[config.mk]
export PLATFORM = sky130hd
export DESIGN_NAME = bsg_async_fifo_w_ctrl
export DESIGN_NICKNAME = d
export VERILOG_FILES = /design/src/rtl/bsg_async_fifo_w_ctrl_pkg.sv /design/src/rtl/bsg_async_fifo_gray_to_binary.sv /design/src/rtl/bsg_async_fifo_w_ctrl.sv
export SDC_FILE = /design/constraint.sdc
export NUM_CORES = 1
export LEC_CHECK = 0
export BUFFER_PORTS_ARGS = -buffer_cell sky130_fd_sc_hd__buf_4
export CAP_MARGIN = 0
export CORE_AREA = 2 2 39 41
export DETAILED_ROUTE_END_ITERATION = 8
export DIE_AREA = 0 0 41 43
export PLACE_DENSITY_LB_ADDON = 0.05
export SLEW_MARGIN = 20
export SYNTH_ARGS = -nofsm -noshare
export SYNTH_HDL_FRONTEND = slang
export SYNTH_SLANG_ARGS = --single-unit
[constraint.sdc]
create_clock -name clk_i -period 1.6 [get_ports clk_i]
set_input_delay 0.24 -clock clk_i [delete_from_list [all_inputs] [get_ports clk_i]]
set_output_delay 0.24 -clock clk_i [all_outputs]
set_load 0.005 [all_outputs]
[src/rtl/bsg_async_fifo_w_ctrl_pkg.sv]
// Shared types and helpers for the async FIFO write-side controller.
// Flush FSM encoding and the pointer-width helper.
package bsg_async_fifo_w_ctrl_pkg;

  typedef enum logic [1:0] {
    eRun   = 2'd0,
    eDrain = 2'd1,
    eDone  = 2'd2
  } state_e;

  // One extra wrap bit on top of log2(depth).
  function automatic int unsigned ptr_width(input int unsigned lg_size);
    return lg_size + 1;
  endfunction

endpackage

[src/rtl/bsg_async_fifo_gray_to_binary.sv]
// Combinational gray-to-binary converter: bit i is the XOR of gray bits [width_p-1:i].
module bsg_async_fifo_gray_to_binary #(
  parameter int unsigned width_p = 5
) (
  input  logic [width_p-1:0] gray_i,
  output logic [width_p-1:0] binary_o
);

  always_comb begin
    binary_o = '0;
    for (int unsigned i = 0; i < width_p; i++) begin
      binary_o[i] = ^(gray_i >> i);
    end
  end

endmodule

[src/rtl/bsg_async_fifo_w_ctrl.sv]
// Write-domain controller for the gray-pointer async FIFO: handshake, full detect, flush sequencing.
// Define BSG_ASYNC_FIFO_W_CTRL_ALMOST_FULL_EN to add the registered occupancy and almost_full_o.
module bsg_async_fifo_w_ctrl
  import bsg_async_fifo_w_ctrl_pkg::*;
#(
  parameter int unsigned lg_size_p            = 4,
  parameter int unsigned almost_full_thresh_p = 12,
  localparam int unsigned ptr_w               = ptr_width(lg_size_p)
) (
  input  logic             clk_i,
  input  logic             reset_i,
  input  logic             v_i,
  output logic             ready_o,
  output logic             w_inc_o,
  input  logic [ptr_w-1:0] w_ptr_binary_i,
  input  logic [ptr_w-1:0] w_ptr_gray_i,
  input  logic [ptr_w-1:0] r_ptr_gray_rsync_i,
  input  logic             flush_i,
  output logic             flush_busy_o,
  output logic             flush_done_o
`ifdef BSG_ASYNC_FIFO_W_CTRL_ALMOST_FULL_EN
  ,
  output logic             almost_full_o
`endif
);

  state_e state_r;
  logic   full, empty;

  // Full when the pointers differ only in the top two gray bits (one lap apart).
  assign full  = (w_ptr_gray_i == {~r_ptr_gray_rsync_i[ptr_w-1 -: 2], r_ptr_gray_rsync_i[ptr_w-3:0]});
  assign empty = (w_ptr_gray_i == r_ptr_gray_rsync_i);

  assign ready_o      = (state_r == eRun) & ~full;
  assign w_inc_o      = v_i & ready_o;
  assign flush_busy_o = (state_r != eRun);
  assign flush_done_o = (state_r == eDone);

`ifdef BSG_ASYNC_FIFO_W_CTRL_ALMOST_FULL_EN
  localparam logic [ptr_w-1:0] af_thresh = ptr_w'(almost_full_thresh_p);

  if (almost_full_thresh_p > (2 ** lg_size_p)) begin : g_bad_thresh
    $error("almost_full_thresh_p exceeds FIFO depth");
  end

  logic [ptr_w-1:0] r_ptr_binary;
  logic [ptr_w-1:0] occ_r;

  bsg_async_fifo_gray_to_binary #(
    .width_p(ptr_w)
  ) r_g2b (
    .gray_i  (r_ptr_gray_rsync_i),
    .binary_o(r_ptr_binary)
  );

  assign almost_full_o = (occ_r >= af_thresh);
`else
  localparam int unsigned unused_thresh = almost_full_thresh_p;
  logic unused_w_ptr_binary;
  assign unused_w_ptr_binary = ^w_ptr_binary_i;
`endif

  always_ff @(posedge clk_i) begin
    if (reset_i) begin
      state_r <= eRun;
`ifdef BSG_ASYNC_FIFO_W_CTRL_ALMOST_FULL_EN
      occ_r   <= '0;
`endif
    end else begin
`ifdef BSG_ASYNC_FIFO_W_CTRL_ALMOST_FULL_EN
      occ_r <= w_ptr_binary_i - r_ptr_binary;
`endif
      unique case (state_r)
        eRun:    if (flush_i) state_r <= eDrain;
        // empty is evaluated on the live pointers, so a write accepted the
        // cycle the flush was taken is counted before the drain can finish.
        eDrain:  if (empty) state_r <= eDone;
        eDone:   state_r <= eRun;
        default: state_r <= eRun;
      endcase
    end
  end

endmodule

==> impl_metrics.csv, run 1 <==
group,metric,value,unit
cells_and_area,drive_gt1_share,56.4,%
synth,ys_seq_elements,2,
run_status,status,"completed",
clock_network,clock_sinks,2,
setup_path,critical_path_buf_inv_count,1,
clock_network,tritoncts,"built",
clock_network,ctsRootBufferMaster,"clkbuf_4",
clock_network,numCtsBuffers,3,
grt,grt_pass1_vias,182,
cells_and_area,finish.instance_area,329,um^2
timing,worst_slew_pin_slew,0.238,ns
timing,rsz0062_at_grt,"false",
drt,drc_errors,0,
timing,relSlewSlack,84.1,%
placement,place_area,307,um^2
job,max-cap-violations,0,
grt,grt_antenna_before_repair,0,
setup_path,end_kind,"output pin",
setup_path,rr_worst_depth,2,
synth,ys_types,12,
clock_network,h-tree-depth,1,
cells_and_area,multi_input_area,115,um^2
timing,fin_crit_sh,88.7,%
setup_path,start_kind,"flip-flop",
cells_and_area,largest_register_ffs,2,
synth,ys_warn_count,0,
setup_path,critical-path-top-delay-family,"flip-flops",
setup_path,crit_cells,3,
setup_path,cp_max_fo,4,
drt,drt-initial-drc-count,4,
timing,finalClockSkew,0.00401,ns
floorplanning,die_x,41,um
timing,finalHoldViolCount,0,
floorplanning,ios,23,
drt,routed_wl,442,um
cells_and_area,n_fill_cell,157,
cells_and_area,top_regs,"state_r: 2 flops",
synth,syn-num-nets,38,
clock_network,hold_buffers,0,
timing,final.setup.tns,0,ns
grt,grt_pass1_wl,683,um
setup_path,crit_slowest_cell,"dfxtp_1",
pwr,vdd_drop_max,0.155,mV
grt,grt_max_degree,5,
setup_path,r2r-start,"state_r[0]",
setup_path,rrSetupSlack,0.85,ns
pwr,power,234,uW
clock_network,cts_setup_buffers,0,
synth,yosysTopAreaCellShare,25.2,%
drt,wl_per_cell,8.04,um
clock_network,path_clk_slew,0.03,ns
drt,first_pass_iters,2,
placement,gp_congestion,0.564,
clock_network,cts_resized,0,
floorplanning,core,1380,um^2
timing,maxSlewViolCount,0,
floorplanning,rows,14,
setup_path,cp.arrival,1.18,ns
setup_path,critPathLaunch,"state_r[0]",
synth,synth_area_per_cell,8.36,um^2
cells_and_area,diodes,0,
floorplanning,die_area,1760,um^2
drt,vias_per_cell,3.64,
timing,period_minus_slack,1.42,ns
synth,ys_seq_area_share,25.2,%
setup_path,required,1.36,ns
setup_path,crit_chain,"or2_2, a211oi_1, buf_4",
pwr,p_leak,0.000168,uW
clock_network,clk_path_buf_depth,2,
grt,grt_use_total,6.81,%
floorplanning,start_util,11.5,%
pwr,cellPowerDensity,712,nW/um^2
grt,grt-ovfl-total,0,
cells_and_area,top_register,"state_r",
drt,vias,200,
setup_path,crit_type,"reg -> out",
drt,drt.antenna.violating_nets,0,
setup_path,max_stage_delay,0.32,ns
cells_and_area,regArea,40.0,um^2
floorplanning,die_y,43,um
clock_network,clk_latency,0.23,ns
synth,yosys.area.top_type,"dfxtp_1",
setup_path,endpoint,"w_inc_o",
setup_path,r2r-end,"state_r[1]",
cells_and_area,syn2layout_area_growth,107,%
timing,clock.fmax,705,MHz
synth,synthTopCellsByArea,"dfxtp_1 (25%), xor2_1 (17%), xnor2_1 (11%)",
synth,synth.cell_area,159,um^2
cells_and_area,fin_nets,60,
hold_path,hold_path.class,"in -> reg",
timing,setup_viol,0,
placement,numPortBuffers,17,
synth,netlist_instances,19,
[per-stage QoR]
stage / hold slack (ns) / util [%] / cells / setup slack, ns
2_1_floorplan: 0.407 / - / 19 / 0.538
3_3_place_gp: 0.507 / 22.2 / 52 / 0.337
3_5_place_dp: 0.513 / 22.2 / 52 / 0.313
4_1_cts: 0.265 / 23.8 / 55 / 0.149
5_1_grt: 0.288 / 23.8 / 55 / 0.106
6_report: 0.275 / 23.8 / 55 / 0.181
[where the power goes]
part / internal [uW] / switching [uW]
Clock: 82.9 / 30.2
Sequential: 52.4 / 1.80
Combinational: 41.5 / 25.3
Total: 177 / 57.4
[how the worst min path moves through the flow]
stage	start	to	slack [ns]	cells past startpoint
after floorplan	reset_i	state_r[0]	0.41	3
after global placement	reset_i	state_r[0]	0.51	4
after detailed placement	reset_i	state_r[0]	0.51	4
after CTS	reset_i	state_r[0]	0.27	4
after global routing	reset_i	state_r[0]	0.29	4
final	reset_i	state_r[0]	0.28	4
[metal layers]
layer  global-route usage [%]  up-vias  part of all wire [%]
met4                     12.0        0                   4.5
li1                         -      105                     -
met3                     3.14        2                   6.1
met1                     6.39       83                    34
met2                     7.50       10                    55
met5                        0        -                     0
[kinds of logic after synthesis]
group | Yosys count | share of synthesized area [%]
flops | 2 | 25.2
buf+inv | 1 | 2.36
xor+xnor | 5 | 27.6
simple gates | 7 | 30.7
compound gates | 4 | 14.2
[worst reg2reg max path, cell delays in order (launching register included)]
cell     delay, ns
dfxtp_1       0.32
and3_1        0.16
and3_1        0.16
[placed cells by master, fill, tap and decap left out]
master / synthesis / routed
a21oi_1: 2 / 2
or2_2: 1 / 1
o21ai_0: 1 / 1
nor2_1: 2 / 2
buf_4: 0 / 17
xor2_1: 3 / 3
xnor2_1: 2 / 2
nor3_4: 1 / 1
clkbuf_4: 0 / 3
inv_1: 1 / 1
a211oi_1: 1 / 1
dfxtp_1: 2 / 2
nor2b_1: 1 / 1
and3_1: 2 / 2
[Yosys cell counts]
master / instances
nor3_4: 1
nor2_1: 2
o21ai_0: 1
a211oi_1: 1
nor2b_1: 1
and3_1: 2
or2_2: 1
a21oi_1: 2
xnor2_1: 2
inv_1: 1
xor2_1: 3
dfxtp_1: 2
[final cells by class]
cell class	instances	area share, %
Tap cell	16	6.08
Clock buffer	3	6.84
Multi-Input combinational cell	16	35.0
Sequential cell	2	12.2
Inverter	1	1.14
Timing Repair Buffer	17	38.8
Note: power is estimated with default switching activity, not from simulation.
==> inputs of run 2 (changes only) <==
--- a/config.mk
+++ b/config.mk
@@ -11,6 +11,7 @@
 export DETAILED_ROUTE_END_ITERATION = 8
 export DIE_AREA = 0 0 41 43
 export PLACE_DENSITY_LB_ADDON = 0.05
+export SETUP_SLACK_MARGIN = 0.4
 export SLEW_MARGIN = 20
 export SYNTH_ARGS = -nofsm -noshare
 export SYNTH_HDL_FRONTEND = slang
==> constraint.sdc (replaced) <==
create_clock -name clk_i -period 1.55 [get_ports clk_i]
set_input_delay 0.2325 -clock clk_i [delete_from_list [all_inputs] [get_ports clk_i]]
set_output_delay 0.2325 -clock clk_i [all_outputs]
set_load 0.005 [all_outputs]
==> run 2 against run 1 <==
  * Die area did not move
  * Sequential share of layout area decreased by 1.3 points
  * Via count rose by 7.5%
  * First-iteration DRC count fell by 50%
  * Clock power increased by 4%
  * Combinational power up 34%
  * Non-clock buffer count increased by 3
  * Critical path depth unchanged
  * Design area rose by 19%
  * Critical path type unchanged
  * Largest power group unchanged
==> impl_metrics.csv, run 2 (synthesis gave the netlist of run 1 again) <==
group,metric,value,unit
grt,use_met3,3.14,%
grt,grt_pass1_wl,731,um
grt,grt_use_total,7.21,%
setup_path,end_kind,"output pin",
cells_and_area,diodes,0,
timing,maxSlewViolCount,0,
clock_network,clk_path_buf_depth,2,
timing,rsz0062_at_grt,"true",
placement,place_area,307,um^2
drt,wl_per_cell,8.50,um
timing,setup_viol,0,
job,max-cap-violations,0,
clock_network,ctsRootBufferMaster,"clkbuf_4",
drt,vias,215,
setup_path,crit_slowest_cell,"dfxtp_2",
setup_path,max_stage_delay,0.31,ns
cells_and_area,layout_commonest_cell,"buf_4",
grt,top_usage_layer,"met4",
timing,period_minus_slack,1.30,ns
pwr,vdd_drop_max,0.163,mV
grt,met1_usage,7.03,%
grt,grt_antenna_before_repair,0,
placement,numPortBuffers,17,
drt,routed_wl,493,um
placement,dp_cells,52,
setup_path,crit_chain,"or2_4, a211oi_2, buf_4",
drt,vias_per_cell,3.71,
cells_and_area,n_fill_cell,149,
floorplanning,core,1380,um^2
drt,drt-initial-drc-count,2,
run_status,status,"completed",
drt,first_pass_iters,2,
cells_and_area,top_register,"state_r",
timing,finalClockSkew,0.00472,ns
grt,met2_usage,8.13,%
setup_path,cp.arrival,1.07,ns
floorplanning,ios,23,
cells_and_area,drive_gt1_share,71.4,%
timing,relSlewSlack,84.0,%
timing,clock.fmax,770,MHz
setup_path,critical_path_buf_inv_count,1,
setup_path,cp_max_fo,3,
timing,final.setup.tns,0,ns
clock_network,numCtsBuffers,3,
floorplanning,die_x,41,um
setup_path,critical-path-top-delay-family,"flip-flops",
floorplanning,die_y,43,um
floorplanning,die_area,1760,um^2
clock_network,tritoncts,"built",
timing,finalHoldViolCount,0,
floorplanning,rows,14,
cells_and_area,top_regs,"state_r: 2 flops",
clock_network,clk_latency,0.23,ns
pwr,p_leak,0.000191,uW
setup_path,crit_type,"reg -> out",
cells_and_area,final_cell_mix,"buf_4 (18), clkbuf_4 (3)",
placement,gp_congestion,0.564,
cells_and_area,largest_register_ffs,2,
cells_and_area,layout.cells.non_filler,58,
setup_path,start_kind,"flip-flop",
floorplanning,start_util,11.5,%
pwr,cellPowerDensity,670,nW/um^2
grt,grt_pass1_vias,196,
clock_network,hold_buffers,0,
hold_path,hold_path.class,"in -> reg",
drt,drc_errors,0,
grt,grt-ovfl-total,0,
clock_network,h-tree-depth,1,
timing,fin_crit_sh,83.8,%
clock_network,path_clk_slew,0.03,ns
cells_and_area,syn2layout_area_growth,146,%
cells_and_area,fin_nets,63,
drt,drt.antenna.violating_nets,0,
setup_path,rrSetupSlack,0.69,ns
timing,worst_slew_pin_slew,0.238,ns
grt,grt_max_degree,5,
timing,worst_hold_slack,0.259,ns
cells_and_area,finish.instance_area,392,um^2
setup_path,required,1.32,ns
clock_network,clock_sinks,2,
-- run 2: cell types whose count changed in the layout (fill, tap and decap cells not counted), sizes merged --
cell / before / now
buf: 17 / 20
-- run 2: metal layers --
metal	vias up	wire, um
met4	0	20
met3	2	28
met5	-	0
met1	93	173
met2	10	271
li1	110	-
-- run 2: where the power goes --
part	total (uW)	leakage [uW]	internal [uW]	switching, uW
clock	117	0.0000138	85.6	31.7
sequential	55.6	0.0000171	54.5	1.08
combinational	89.5	0.000160	55.2	34.3
-- run 2: through the flow --
stage / power (uW) / setup WS [ns] / util [%]
after global routing: 287 / 0.208 / 28.3
after floorplan: 85.9 / 0.495 / -
after detailed placement: 127 / 0.278 / 22.2
after global placement: 126 / 0.302 / 22.2
after CTS: 266 / 0.240 / 26.7
final: 262 / 0.251 / 28.3
-- run 2: worst register-to-register path: stages (launching register included) --
cell     delay (ns)
dfxtp_2        0.31
buf_4          0.13
and3_1         0.15
and3_1         0.16
-- run 2: timing repair --
item	4_1_cts	5_1_grt
buffers inserted	3	0
gates resized for setup	6	3
endpoints found under the setup margin	3	4
pin swaps	0	3
-- run 2: area by class of cell --
type | count | area [um^2] | area share, %
Timing Repair Buffer | 20 | 158 | 40.3
Multi-Input combinational cell | 16 | 145 | 37.1
Sequential cell | 2 | 42.5 | 10.9
Clock buffer | 3 | 22.5 | 5.75
Tap cell | 16 | 20.0 | 5.11
Inverter | 1 | 3.75 | 0.958
-- run 2: worst paths after layout --
path,startpoint,endpoint,depth (start not counted)
worst max register to register,state_r[0],state_r[1],3
worst min register to register,state_r[1],state_r[0],4
worst min-delay path,reset_i,state_r[0],4
worst max-delay path,state_r[1],w_inc_o,3
==> inputs of run 3 (changes only) <==
==> constraint.sdc (replaced) <==
create_clock -name clk_i -period 1.1 [get_ports clk_i]
set_input_delay 0.165 -clock clk_i [delete_from_list [all_inputs] [get_ports clk_i]]
set_output_delay 0.165 -clock clk_i [all_outputs]
set_load 0.005 [all_outputs]
==> run 3 against run 2 <==
  * The flow now finishes with violations (setup timing)
  * Global-route usage up 0.51 points
  * First-iteration DRC count up 50%
  * Clock skew down 0.0038 ns
  * Non-clock buffer count up 1
  * Largest cell class unchanged
==> impl_metrics.csv, run 3 (synthesis gave the netlist of run 1 again) <==
group,metric,value,unit
hold_path,hold_path.class,"in -> reg",
grt,grt_antenna_before_repair,0,
clock_network,numCtsBuffers,3,
drt,routed.top_layer,"met3",
drt,first_pass_iters,2,
drt,drc_errors,0,
floorplanning,start_util,11.5,%
clock_network,hold_buffers,0,
pwr,p_leak,0.000191,uW
drt,wl_per_cell,9.61,um
pwr,vdd_drop_max,0.258,mV
drt,wl_met3,37,um
drt,routed_wl,567,um
clock_network,clock_sinks,2,
timing,relSlewSlack,83.4,%
cells_and_area,layout.cells.non_filler,59,
timing,setup_viol,4,
grt,grt_pass1_vias,256,
setup_path,crit_type,"reg -> out",
drt,vias_per_cell,3.69,
placement,place_area,348,um^2
cells_and_area,top_register,"state_r",
drt,wl_met1,153,um
setup_path,max_stage_delay,0.31,ns
timing,rsz0062_at_grt,"true",
timing,clock.fmax,815,MHz
setup_path,crit_slowest_cell,"dfxtp_2",
setup_path,end_kind,"output pin",
cells_and_area,largest_register_ffs,2,
cells_and_area,finish.instance_area,408,um^2
drt,met2RoutedLength,377,um
floorplanning,rows,14,
timing,worst_slew_pin_slew,0.247,ns
cells_and_area,final_cell_mix,"buf_4 (19), clkbuf_4 (3)",
clock_network,h-tree-depth,1,
cells_and_area,fin_nets,64,
clock_network,clk_path_buf_depth,2,
clock_network,clk_latency,0.22,ns
grt,grt_use_total,7.72,%
hold_path,min_path_cells,3,
timing,final.setup.tns,-0.374,ns
floorplanning,die_y,43,um
setup_path,rr_worst_depth,4,
setup_path,crit_chain,"or2_4, a211oi_2, buf_4",
grt,grt-ovfl-total,0,
setup_path,cp_max_fo,3,
placement,gp_congestion,0.499,
drt,drt.antenna.violating_nets,0,
cells_and_area,syn2layout_area_growth,157,%
timing,finalHoldViolCount,0,
timing,finalWorstSetupSlack,-0.127,ns
cells_and_area,top_regs,"state_r: 2 flops",
placement,dp.final_hpwl,408,um
grt,grt_pass1_wl,869,um
cells_and_area,drive_gt1_share,74.4,%
floorplanning,ios,23,
setup_path,cp.arrival,1.06,ns
run_status,status,"finished, violations left",
cells_and_area,layout_commonest_cell,"buf_4",
run_status,violations,"setup timing",
clock_network,ctsRootBufferMaster,"clkbuf_4",
cells_and_area,diodes,0,
setup_path,required,0.94,ns
timing,maxSlewViolCount,0,
setup_path,start_kind,"flip-flop",
floorplanning,die_x,41,um
job,max-cap-violations,0,
timing,fin_crit_sh,112,%
cells_and_area,n_fill_cell,146,
clock_network,tritoncts,"built",
floorplanning,die_area,1760,um^2
pwr,cellPowerDensity,924,nW/um^2
clock_network,path_clk_slew,0.03,ns
floorplanning,core,1380,um^2
placement,numPortBuffers,17,
drt,drt-initial-drc-count,3,
cells_and_area,final_core_utilization,29.5,%
grt,grt_max_degree,4,
timing,finalClockSkew,0.000886,ns
placement,dp_cells,54,
timing,period_minus_slack,1.23,ns
drt,vias,218,
[run 3: metrics by stage]
step / hold WS (ns) / setup WS, ns / power [uW]
2_1_floorplan: 0.332 / 0.179 / 130
3_3_place_gp: 0.430 / -0.00686 / 199
3_5_place_dp: 0.439 / -0.0115 / 200
4_1_cts: 0.200 / -0.145 / 381
5_1_grt: 0.215 / -0.178 / 400
6_report: 0.207 / -0.127 / 377
[run 3: power by group]
part	internal, uW	total [uW]	leakage [uW]	switching (uW)
Sequential	76.9	79.0	0.0000166	2.06
Combinational	86.4	139	0.000161	52.6
Clock	120	159	0.0000138	38.9
[run 3: critical path: cells and delay by family, from the launching register on]
kind / cells / cell delay, ns
flip-flops: 1 / 0.31
AND/OR/NAND/NOR: 1 / 0.26
AO/OA/AOI/OAI: 1 / 0.14
buffers and inverters: 1 / 0.13
[run 3: final timing paths]
check,from,endpoint,slack [ns]
worst max register to register,state_r[0],state_r[1],0.15
worst min register to register,state_r[1],state_r[0],0.59
worst max-delay path,state_r[0],w_inc_o,-0.13
worst min-delay path,flush_i,state_r[0],0.21
[run 3: cell type report]
cell class | instances | area (um^2) | area share, %
clock buffers | 3 | 22.5 | 5.52
inverters | 1 | 3.75 | 0.920
multi-input cells | 16 | 155 | 38.0
flip-flops and latches | 2 | 41.3 | 10.1
well taps | 16 | 20.0 | 4.91
repair buffers | 21 | 165 | 40.5
[run 3: repair_timing]
action                                  CTS  global route
resized for setup                         6             1
endpoints found under the setup margin    6             6
pin swaps                                 3             0
setup buffers                             1             1
[run 3: metal layers]
metal,track usage [%],vias up
li1,-,112
met1,6.09,98
met2,13.4,8
met3,0,0
met4,10.0,0
met5,0,-
